**src/rtl/pipe_queue_pkg.sv**
```systemverilog
`default_nettype none
// ============================================================================
// Module   : pipe_queue_pkg
// Purpose  : Shared pipeline constants: stage bundle width, bubble value and
//            bundle field layout used by every stage register and queue.
// Revision : 1.0 - initial release
// ============================================================================
package pipe_queue_pkg;

  localparam int DATA_W = 41;

  // Bundle layout: {valid, opcode[7:0], pc[31:0]}
  localparam int VALID_BIT = 40;
  localparam int OPC_LSB   = 32;
  localparam int OPC_W     = 8;
  localparam int PC_LSB    = 0;
  localparam int PC_W      = 32;

  localparam logic [DATA_W-1:0] BUBBLE = '0;

  typedef struct packed {
    logic              valid;
    logic [OPC_W-1:0]  opcode;
    logic [PC_W-1:0]   pc;
  } stage_bundle_t;

  function automatic logic bundle_valid(input logic [DATA_W-1:0] b);
    return b[VALID_BIT];
  endfunction

  function automatic logic [OPC_W-1:0] bundle_opcode(input logic [DATA_W-1:0] b);
    return b[OPC_LSB +: OPC_W];
  endfunction

  function automatic logic [PC_W-1:0] bundle_pc(input logic [DATA_W-1:0] b);
    return b[PC_LSB +: PC_W];
  endfunction

  function automatic logic [DATA_W-1:0] make_bundle(input logic [OPC_W-1:0] opc,
                                                    input logic [PC_W-1:0]  pc);
    stage_bundle_t s;
    s.valid  = 1'b1;
    s.opcode = opc;
    s.pc     = pc;
    return s;
  endfunction

endpackage : pipe_queue_pkg
`default_nettype wire

```
**src/rtl/pipe_queue_ptr.sv**
```systemverilog
`default_nettype none
// ============================================================================
// Module   : pipe_queue_ptr
// Purpose  : Modulo-DEPTH pointer with increment and synchronous clear.
// Revision : 1.0 - initial release
// ============================================================================
module pipe_queue_ptr #(
  parameter int DEPTH = 4,
  parameter int PTR_W = $clog2(DEPTH)
) (
  input  logic             clk,
  input  logic             rst,
  input  logic             clr_i,
  input  logic             inc_i,
  output logic [PTR_W-1:0] ptr_o
);

  logic [PTR_W-1:0] ptr_q;
  logic [PTR_W-1:0] ptr_d;

  // DEPTH is a power of two, so natural overflow of PTR_W bits is the wrap.
  always_comb begin
    ptr_d = ptr_q;
    if (clr_i) begin
      ptr_d = '0;
    end else if (inc_i) begin
      ptr_d = ptr_q + PTR_W'(1);
    end
  end

  always_ff @(posedge clk or posedge rst) begin
    if (rst) begin
      ptr_q <= '0;
    end else begin
      ptr_q <= ptr_d;
    end
  end

  assign ptr_o = ptr_q;

endmodule : pipe_queue_ptr
`default_nettype wire

```
**src/rtl/pipe_queue.sv**
```systemverilog
`default_nettype none
// ============================================================================
// Module   : pipe_queue
// Purpose  : Multi-entry elastic queue between two pipeline stages with
//            first-word fall-through head, status flags and flush.
// Revision : 1.0 - initial release
// ============================================================================
module pipe_queue
  import pipe_queue_pkg::*;
#(
  parameter  int DATA_W = pipe_queue_pkg::DATA_W,
  parameter  int DEPTH  = 4,
  localparam int PTR_W  = $clog2(DEPTH)
) (
  input  logic              clk,
  input  logic              rst,
  input  logic              flush,
  input  logic              wr_en,
  input  logic [DATA_W-1:0] wr_data,
  input  logic              rd_en,
  output logic [DATA_W-1:0] rd_data,
  output logic              rd_valid,
  output logic              full,
  output logic              empty,
  output logic [PTR_W:0]    count,
  output logic              wr_drop
);

  logic [DATA_W-1:0] mem_q [DEPTH];

  logic [PTR_W:0]    count_q;
  logic [PTR_W:0]    count_d;
  logic              wr_drop_q;
  logic              wr_drop_d;

  logic [PTR_W-1:0]  wr_ptr;
  logic [PTR_W-1:0]  rd_ptr;

  logic              push_ok;
  logic              pop_ok;
  logic              wr_inc;
  logic              rd_inc;

  // Flags come from the registered count so full and empty are unambiguous
  // even when the two pointers are equal.
  assign empty    = (count_q == '0);
  assign full     = (count_q == (PTR_W+1)'(DEPTH));
  assign rd_valid = ~empty;
  assign count    = count_q;
  assign wr_drop  = wr_drop_q;

  assign pop_ok  = rd_en & ~empty;
  assign push_ok = wr_en & (~full | pop_ok);

  assign wr_inc = push_ok & ~flush;
  assign rd_inc = pop_ok  & ~flush;

  pipe_queue_ptr #(
    .DEPTH (DEPTH),
    .PTR_W (PTR_W)
  ) u_wr_ptr (
    .clk   (clk),
    .rst   (rst),
    .clr_i (flush),
    .inc_i (wr_inc),
    .ptr_o (wr_ptr)
  );

  pipe_queue_ptr #(
    .DEPTH (DEPTH),
    .PTR_W (PTR_W)
  ) u_rd_ptr (
    .clk   (clk),
    .rst   (rst),
    .clr_i (flush),
    .inc_i (rd_inc),
    .ptr_o (rd_ptr)
  );

  always_comb begin
    count_d   = count_q;
    wr_drop_d = 1'b0;
    if (flush) begin
      count_d = '0;
    end else begin
      if (wr_inc && !rd_inc) begin
        count_d = count_q + (PTR_W+1)'(1);
      end else if (rd_inc && !wr_inc) begin
        count_d = count_q - (PTR_W+1)'(1);
      end
      wr_drop_d = wr_en & ~push_ok;
    end
  end

  always_ff @(posedge clk or posedge rst) begin
    if (rst) begin
      count_q   <= '0;
      wr_drop_q <= 1'b0;
    end else begin
      count_q   <= count_d;
      wr_drop_q <= wr_drop_d;
    end
  end

  // Storage needs no reset: entries are only observable through count.
  always_ff @(posedge clk) begin
    if (wr_inc) begin
      mem_q[wr_ptr] <= wr_data;
    end
  end

  assign rd_data = empty ? BUBBLE : mem_q[rd_ptr];

endmodule : pipe_queue
`default_nettype wire

```
**config.mk**
```make
export PLATFORM = sky130hd
export DESIGN_NAME = pipe_queue
export DESIGN_NICKNAME = d
export VERILOG_FILES = /design/src/rtl/pipe_queue_pkg.sv /design/src/rtl/pipe_queue_ptr.sv /design/src/rtl/pipe_queue.sv
export SDC_FILE = /design/constraint.sdc
export NUM_CORES = 1
export LEC_CHECK = 0
export BUFFER_PORTS_ARGS = -buffer_cell sky130_fd_sc_hd__buf_2
export CAP_MARGIN = 20
export CORE_ASPECT_RATIO = 1.1
export CORE_MARGIN = 4
export CORE_UTILIZATION = 45
export CTS_CLUSTER_SIZE = 25
export DETAILED_ROUTE_END_ITERATION = 10
export HOLD_SLACK_MARGIN = 0.08
export PLACE_DENSITY = 0.72
export RECOVER_POWER = 100
export REMOVE_ABC_BUFFERS = 1
export SKIP_CTS_REPAIR_TIMING = 1
export SLEW_MARGIN = 10
export SYNTH_ARGS = -nofsm -noshare
export SYNTH_HDL_FRONTEND = slang
export SYNTH_HIERARCHICAL = 1
export SYNTH_SLANG_ARGS = --single-unit
```
**constraint.sdc**
```tcl
create_clock -name clk -period 5.7 [get_ports clk]
set_input_delay 0.855 -clock clk [delete_from_list [all_inputs] [get_ports clk]]
set_output_delay 0.855 -clock clk [all_outputs]
set_load 0.1 [all_outputs]
```
* After elaboration in Yosys (flattened, before gate mapping) *
Memories as Yosys holds them, arrays and structs flattened.
Index checks and enable logic that the tools add are counted.

word-level totals
  memories = 1
  bits in writable memories = 164
  input port bits = 46
  flip-flop bits (word level) = 8

cells by class
  bitwise logic cells = 10
  $add $sub $neg = 4
  mux-type cells = 11
  reduce and logical (&&, ||, !) cells = 8
  equality and inequality tests = 1

memories
  memory  words  width  read ports  clocked after Yosys merged registers in  write ports  line              RTL
  mem_q   4      41     1           0                                        1            pipe_queue.sv:29  logic [DATA_W-1:0] mem_q [DEPTH];

operators with widths
  operator               count
  $mux W41               1
  $mux W3                3
  $mux W2                4
  $and A1 B1 Y1          5
  $add A2 B1 Y2 const B  2
  $not A1 Y1             4
  $reduce_bool A2 Y1     2
  $add A3 B1 Y3 const B  1
  $eq A3 B3 Y1 const B   1
  $logic_not A3 Y1       1
  $mux W1                3
  $reduce_bool A3 Y1     1
  $sub A3 B1 Y3 const B  1
  $logic_and A1 B1 Y1    2
  $logic_not A1 Y1       2
  $or A1 B1 Y1           1

* Logic depth before layout (Yosys ltp) *
Gate-level depths: netlist (run 1).

  depth after elaboration = 11
  mapped depth = 9
  mapped depth without buffers = 7

* Modules after synthesis *
The synthesis (run 1) kept the hierarchy.

by module, submodules not included
  module          area an instance (um^2)  seq. area each (um^2)  instances  cells each
  pipe_queue      6598.8                   5024.8                 1          308
  pipe_queue_ptr  92.6                     50.0                   2          8

* Worst setup path before layout (run 1) *
OpenSTA, ideal clock, no wires.

  kind = input to register
  start point = input wr_en
  end point = memory mem_q[1][0], enable pin
  stages on the path = 4
  path buffers = 1
  data arrival time = 4462 ps
  setup slack = 739 ps
  path through = buf_2 -> nor2b_1 -> o21ai_4 -> nor3b_1

between the ends
  longest elaborated chain between the ends = 4

RTL lines
  item                           line               RTL
  from (decl)                    pipe_queue.sv:18   input logic wr_en,
  $and A1 B1 Y1                  pipe_queue.sv:53   assign push_ok = wr_en & (~full | pop_ok);
  $and A1 B1 Y1                  pipe_queue.sv:55   assign wr_inc = push_ok & ~flush;
  $mux W1                        pipe_queue.sv:107  if (wr_inc) begin
  $mux W1 (implied by the code)  pipe_queue.sv:108  mem_q[wr_ptr] <= wr_data;
  to (decl)                      pipe_queue.sv:29

Every way passes these cells.

* Worst setup path in the final report (run 1) *
  start point = register count_q[1], in the netlist count[1]
  end point = output rd_data[35]

between the ends
  longest elaborated chain between the ends = 2

RTL lines
  item                    line               RTL
  from (decl)             pipe_queue.sv:31   logic [PTR_W:0] count_q;
  from (signal assigned)  pipe_queue.sv:100  count_q <= count_d;
  $logic_not A3 Y1        pipe_queue.sv:46   assign empty = (count_q == '0);
  $mux W41                pipe_queue.sv:112  assign rd_data = empty ? BUBBLE : mem_q[rd_ptr];
  to (decl)               pipe_queue.sv:21   output logic [DATA_W-1:0] rd_data,

Every way passes these cells.

==> results of run 1 <==
-- final timing paths --
kind | from | endpoint | slack, ns | cells after the start
max | count[1]$_DFFE_PP0P_ | rd_data[35] | 1.58 | 3
min | rst | u_wr_ptr/ptr_o[1]$_DFFE_PP0P_ | 0.32 | 2
max reg2reg | count[1]$_DFFE_PP0P_ | mem_q[3][23]$_DFFE_PP_ | 1.99 | 5
min reg2reg | u_wr_ptr/ptr_o[0]$_DFFE_PP0P_ | u_wr_ptr/ptr_o[1]$_DFFE_PP0P_ | 0.69 | 2
max in group asynchronous | rst | count[0]$_DFFE_PP0P_ | 5.20 | 2
min in group clk | u_wr_ptr/ptr_o[0]$_DFFE_PP0P_ | u_wr_ptr/ptr_o[1]$_DFFE_PP0P_ | 0.69 | 2
-- cell usage after synthesis, drive strengths merged (2+ instances only) --
| cell type | number | area [µm²] |
|---|---|---|
| dfrtp | 8 | 200 |
| and2 | 43 | 269 |
| nor2b | 2 | 12.5 |
| buf | 15 | 101 |
| clkbuf | 3 | 11.3 |
| and3 | 2 | 12.5 |
| o21ai | 3 | 26.3 |
| nor3b | 3 | 22.5 |
| a21bo | 2 | 20.0 |
| mux4 | 41 | 923 |
| nand3b | 5 | 37.5 |
| or3b | 2 | 20.0 |
| nor2 | 3 | 11.3 |
| a21oi | 4 | 27.5 |
| xnor2 | 3 | 26.3 |
| edfxtp | 164 | 4920 |
| inv | 9 | 33.8 |
-- kinds of logic after synthesis --
| logic type | after synthesis | synth area share [%] |
|---|---|---|
| DFF | 172 | 75.5 |
| and+or+nand+nor | 64 | 6.01 |
| muxes | 41 | 13.6 |
| buffers and inverters | 27 | 2.16 |
| AOI/OAI and AO/OA | 16 | 1.99 |
| xor gates and xnor gates | 3 | 0.387 |
| adders and majority gates | 1 | 0.295 |
-- layout make-up --
class	instances	area (µm²)	area share, %
sequential	172	5130	65.2
clock buffer	18	429	5.46
clock inverter	14	129	1.64
tap	192	240	3.06
inverter	9	33.8	0.430
timing repair buffer	101	398	5.06
multi-input combinational	125	1500	19.1
-- registers in the layout (all words and copies together), names as in the netlist --
signal and flops:
mem_q 164, count 3, u_rd_ptr/ptr_o 2, u_wr_ptr/ptr_o 2, wr_drop 1
-- routing by layer --
layer	share of wire, %	routed length, µm	track usage [%]
met4	1.4	179	6.33
met2	50	6200	25.5
met3	6.0	744	4.68
met5	0	0	0
met1	42	5260	19.2
-- through the flow --
step	setup slack [ns]	hold slack [ns]	util (%)	instance area (µm²)	std cells
after floorplan	0.754	0.581	-	6670	306
after global placement	2.67	0.647	50.9	7440	597
after detailed placement	2.67	0.669	51.1	7460	598
after CTS	2.20	0.286	54.9	8020	630
after global routing	1.32	0.304	53.8	7860	631
final	1.58	0.319	53.8	7860	631
==> results by group, run 1 <==
Run status
  • Status: complete, but fails checks
  • Failing checks: capacitance limit, slew limit

Clock tree
  • Root buffer cell: clkbuf_16
  • CTS Buf Count: 17
  • H-tree depth: 4
  • Clk buf depth: 2
  • Clock Latency Late Sink: 0.42 ns
  • CTS tree: done
  • Clk sinks: 172
  • Reg clk slew, reported paths: 0.06 ns

Synthesis
  • Most used DFF post-synth: edfxtp_1
  • Post-synthesis cell area: 6780 µm²
  • Syn Area/Cell: 20.9 µm²
  • Ys Warns: 6
  • Ys async rst share: 4.65%
  • Seq/Total Area, Yosys: 75.5%
  • Yosys cell types: 36
  • Cells after synthesis: 324
  • #FFs+latches synth: 172
  • Post-synth EDFFs: 164

STA
  • Final worst path period share: 72.3%
  • Clock Skews: 0.00807 ns
  • Post-layout min period: 4.12 ns
  • RSZ-0062 raised after global routing: no
  • Highest clock rate: 243 MHz
  • Slew margin rel.: -17.9%
  • Setup Total Neg Slack: 0 ns
  • Max-slew violations: 75
  • Worst-Margin Slew: 1.77 ns
  • Final-report hold violation count: 0
  • Final setup vio count: 0

Global routing
  • Largest net degree at the start of global routing: 46
  • Initial antenna violation count: 0
  • Tot GR Track Use: 15.4%
  • Vias in the first global route: 3521
  • GRT overflow: 0
  • First-pass GRT wire length: 19500 µm

Critical path
  • Data arrival, critical path: 3.26 ns
  • CP peak stage delay: 1.16 ns
  • Cell chain of the critical path: or3_1 -> and2_1 -> clkbuf_1
  • CP Max Fanout: 45
  • CP Capture Type: output port
  • Critical Path Slowest Stage Cell: or3_1
  • Bufs and invs on worst path: 1
  • Crit Path Class: flop to output port
  • Worst Setup Start Kind: flop
  • CP delay by family, top: simple AND/OR/NAND/NOR gates
  • CP required: 4.85 ns

Detailed routing
  • WL/cell: 19.6 µm
  • Avg Vias per Cell: 5.24
  • 1st-pass router iterations: 4
  • DRC viols: 0
  • Detail Route Antenna Nets: 0
  • Vias after detailed routing: 3309
  • Drt total wl: 12400 µm
  • Starting DRT DRC Count: 189

Floorplan
  • Core Box Area: 14600 µm²
  • Die area: 17100 µm²
  • # IOs: 94
  • Die Wd: 125 µm
  • Die Span Y: 137 µm
  • Initial Util: 46.4%
  • # rows: 46

Place
  • # port buffers: 93
  • Post-DP HPWL: 7360 µm
  • GP Congestion: 0.760

Finish
  • Number of fill cells: 1219
  • Antenna Cells: 0
  • Syn-to-layout area delta: 15.9%
  • Commonest cells after routing, fill and taps aside: 164 x edfxtp_1, 99 x clkbuf_1, 42 x and2_1
  • Share of cells above drive strength 1: 17.3%
  • Most common cell after layout, fill and taps aside: edfxtp_1
  • Fin nets: 473

Job
  • Max_cap viols: 3

Hold path
  • Class of the worst hold path: primary input to asynchronous set/reset pin
Power of run 1 is left out: the tool's default activity adds up to more than one toggle a clock period on the data nets, which glitch-free logic cannot reach.
==> run 2: changes to the inputs <==
Settings changed: ABC_AREA set to 1.
Clock period 5.7 ns to 3.8 ns, I/O delays scaled along.
==> run 2 against run 1 <==
Effect of this change:
- the flow still finishes with violations (capacitance limit, slew limit)
- register-to-register slack worse by 1.2 ns
- die area up 1.6%
- sequential share of layout area down 0.89 points
- first-iteration DRC count up 110%
- global-route usage up 2.3 points
- core utilization down 0.83 points
- final area up 1.4%
- synthesized cell count up 73%
- via count up 37%
- synthesized area up 1.8%
- critical path depth up 2
- critical endpoint is now rd_data[11]
==> results by group, run 2 <==
Synthesis
  • #FFs+latches synth: 172 (unchanged)
  • Top cells by area, synth: edfxtp_1 71%, nor2_1 9.3%, o21ai_0 5.1%, a21oi_1 3.1%, dfrtp_1 2.9% (was edfxtp_1 73%, mux4_2 14%, and2_1 4.0%, dfrtp_1 3.0%, buf_2 0.66%)
  • Post-synth top area share: 71.3% (was 72.6%)
  • Ys async rst share: 4.65% (unchanged)
  • Area leader, netlist: edfxtp_1 (unchanged)
  • Cells after synthesis: 559 (was 324)
  • Synth cell count leaders: 171 x nor2_1, 164 x edfxtp_1, 71 x o21ai_0 (was 164 x edfxtp_1, 43 x and2_1, 41 x mux4_2)
  • Post-synth EDFFs: 164 (unchanged)
  • Most used DFF post-synth: edfxtp_1 (unchanged)
  • Syn Area/Cell: 12.3 µm² (was 20.9 µm²)
  • Yosys cell types: 23 (was 36)
  • Ys Warns: 6 (unchanged)
  • Post-synthesis cell area: 6900 µm² (was 6780 µm²)
  • Most frequent cell after synthesis: nor2_1 (was edfxtp_1)
  • Seq/Total Area, Yosys: 74.2% (was 75.5%)

Floorplan
  • Initial Util: 45.9% (was 46.4%)
  • Die area: 17400 µm² (was 17100 µm²)
  • # rows: 47 (was 46)
  • Die Wd: 126 µm (was 125 µm)
  • # IOs: 94 (unchanged)
  • Die Span Y: 138 µm (was 137 µm)
  • Core Box Area: 15100 µm² (was 14600 µm²)

Global routing
  • Tot GR Track Use: 17.7% (was 15.4%)
  • Vias in the first global route: 4661 (was 3521)
  • GRT overflow: 0 (unchanged)
  • Largest net degree at the start of global routing: 47 (was 46)
  • First-pass GRT wire length: 23700 µm (was 19500 µm)
  • Initial antenna violation count: 1 (was 0)

Detailed routing
  • Vias after detailed routing: 4531 (was 3309)
  • 1st-pass router iterations: 5 (was 4)
  • DR WL met3: 965 µm (was 744 µm)
  • DRC viols: 0 (unchanged)
  • Starting DRT DRC Count: 405 (was 189)
  • Top sig layer: met5 (was met4)
  • Detail Route Antenna Nets: 0 (unchanged)
  • Drt total wl: 15100 µm (was 12400 µm)
  • M1 WL: 6150 µm (was 5260 µm)
  • Avg Vias per Cell: 5.25 (was 5.24)
  • WL/cell: 17.5 µm (was 19.6 µm)
  • Metal2 WL: 7790 µm (was 6200 µm)

Clock tree
  • CTS Buf Count: 17 (unchanged)
  • Clk buf depth: 2 (unchanged)
  • CTS tree: done (unchanged)
  • H-tree depth: 4 (unchanged)
  • Reg clk slew, reported paths: 0.06 ns (about the same)
  • Clk sinks: 172 (unchanged)
  • Clock Latency Late Sink: 0.42 ns (about the same)
  • Root buffer cell: clkbuf_16 (unchanged)

Finish
  • Antenna Cells: 0 (unchanged)
  • Largest Register: mem_q (unchanged)
  • Share of cells above drive strength 1: 13.0% (was 17.3%)
  • Commonest cells after routing, fill and taps aside: 172 x nor2_1, 164 x edfxtp_1, 71 x o21ai_0 (was 164 x edfxtp_1, 99 x clkbuf_1, 42 x and2_1)
  • Number of fill cells: 1304 (was 1219)
  • Fin nets: 701 (was 473)
  • Fin cells: 863 (was 631)
  • Most common cell after layout, fill and taps aside: nor2_1 (was edfxtp_1)
  • Final Util: 53.0% (was 53.8%)
  • Syn-to-layout area delta: 15.5% (was 15.9%)
  • Number of flip-flops in the largest register: 164 (unchanged)

STA
  • Clock Skews: 0.0106 ns (was 0.00807 ns)
  • Highest clock rate: 302 MHz
  • Final-report hold violation count: 0 (unchanged)
  • RSZ-0062 raised after global routing: no (unchanged)
  • Setup Total Neg Slack: 0 ns (unchanged)
  • Post-layout min period: 3.31 ns
  • Final setup vio count: 0 (unchanged)
  • Max-slew violations: 121 (was 75)
  • Slew margin rel.: -35.2% (was -17.9%)
  • Final worst path period share: 87.1%
  • Worst-Margin Slew: 2.03 ns (was 1.77 ns)

Critical path
  • Length in cells of the worst reg-to-reg path: 5 (unchanged)
  • Bufs and invs on worst path: 3 (was 1)
  • Worst Setup Start Kind: flop (unchanged)
  • CP Max Fanout: 42 (was 45)
  • Cell chain of the critical path: inv_2 -> buf_4 -> o21ai_0 -> a21oi_1 -> clkbuf_2 (was or3_1 -> and2_1 -> clkbuf_1)
  • CP peak stage delay: 0.66 ns (was 1.16 ns)
  • R2R setup slack: 0.83 ns (was 1.99 ns)
  • CP Capture Type: output port (unchanged)
  • FF-to-FF Start: count[0]$_DFFE_PP0P_ (was count[1]$_DFFE_PP0P_)
  • Critical Path Slowest Stage Cell: dfrtp_4 (was or3_1)
  • CP required: 3.23 ns (was 4.85 ns)
  • Reg2reg end: mem_q[1][13]$_DFFE_PP_ (was mem_q[3][23]$_DFFE_PP_)
  • Crit Path Class: flop to output port (unchanged)
  • CP delay by family, top: buffers and inverters (was simple AND/OR/NAND/NOR gates)
  • Data arrival, critical path: 2.74 ns (was 3.26 ns)

Power and ir drop
  • Sequential Power Share: 41.8%
  • Peak VDD IR: 0.411 mV
  • Pint: 3210 µW
  • Sw Ratio: 38.1%
  • Comb power frac: 27.5%
  • Pleak: 0.00282 µW
  • P_sw: 1980 µW
  • Power Density: 650 nW/µm²
  • Clk pwr share: 30.8%

Place
  • Post-DP HPWL: 9000 µm (was 7360 µm)
  • GP Congestion: 0.733 (was 0.760)
  • Dpl cells: 830 (was 598)
  • # port buffers: 93 (unchanged)

Hold path
  • Class of the worst hold path: primary input to flop (was primary input to asynchronous set/reset pin)
  • Hold Crit Depth: 1
  • Hold endpoint: mem_q[3][3]$_DFFE_PP_
  • Hold wc startpoint: wr_data[3]

Run status
  • Status: complete, but fails checks (unchanged)
  • Failing checks: capacitance limit, slew limit (unchanged)

Job
  • Max_cap viols: 4 (was 3)
[run 2: layout make-up]
| type | count | area [µm²] | share of cell area, % |
|---|---|---|---|
| clock buffers | 18 | 429 | 5.38 |
| flip-flops and latches | 172 | 5130 | 64.4 |
| clock inverters | 14 | 120 | 1.51 |
| repair buffers | 106 | 475 | 5.96 |
| well taps | 196 | 245 | 3.08 |
| inverters | 21 | 78.8 | 0.989 |
| multi-input cells | 336 | 1490 | 18.7 |
[run 2: kinds of logic (layout without fill, tap and decap cells)]
| kind of cell | after synthesis | after routing | synth area share [%] |
|---|---|---|---|
| adders and majority gates | 1 | 1 | 0.290 |
| DFF | 172 | 172 | 74.2 |
| buffers and inverters | 51 | 159 | 3.77 |
| AOI/OAI and AO/OA | 127 | 127 | 9.39 |
| and+or+nand+nor | 208 | 208 | 12.3 |
[run 2: worst max-delay path by stage]
stage,startpoint,cells past startpoint,endpoint,slack (ns)
global route,u_rd_ptr/ptr_o[0]$_DFFE_PP0P_,6,rd_data[19],0.27
global placement,u_rd_ptr/ptr_o[0]$_DFFE_PP0P_,5,rd_data[19],0.97
detailed placement,u_rd_ptr/ptr_o[0]$_DFFE_PP0P_,5,rd_data[8],0.94
CTS,u_rd_ptr/ptr_o[0]$_DFFE_PP0P_,5,rd_data[8],0.50
floorplan,count[1]$_DFFE_PP0P_,4,mem_q[1][0]$_DFFE_PP_,-0.88
finish,u_rd_ptr/ptr_o[0]$_DFFE_PP0P_,5,rd_data[11],0.49
[run 2: through the flow]
stage          hold slack, ns  cell area [µm²]  setup WS (ns)  total power (µW)
2_1_floorplan           0.311             6720         -0.881              3360
3_3_place_gp            0.445             7550          0.968              3640
3_5_place_dp            0.446             7550          0.944              3650
4_1_cts              -0.00623             8100          0.496              5240
5_1_grt                 0.402             7970          0.270              5380
6_report                0.412             7970          0.489              5180
[run 2: per-layer routing]
layer,global-route usage (%),vias up
met4,5.13,2
met3,5.62,24
met2,30.9,130
met5,0,-
li1,-,2146
met1,21.3,2229
[run 2: power by group through the flow]
| stage | registers [µW] | logic [µW] | clock network, µW |
|---|---|---|---|
| floorplan | 2250 | 1110 | 0 |
| global placement | 2200 | 1430 | 0 |
| finish | 2170 | 1420 | 1600 |
| global route | 2170 | 1500 | 1710 |
| detailed placement | 2210 | 1450 | 0 |
| CTS | 2170 | 1450 | 1620 |
[run 2: worst register-to-register path, cell delays in order, from the launching register on]
cell,delay [ns]
dfrtp_1,0.42
nor2_1,0.10
nand3_1,0.17
nand2_1,0.15
nor3_1,0.21
clkbuf_1,1.48
No activity file was read; power rests on OpenSTA's default activity.
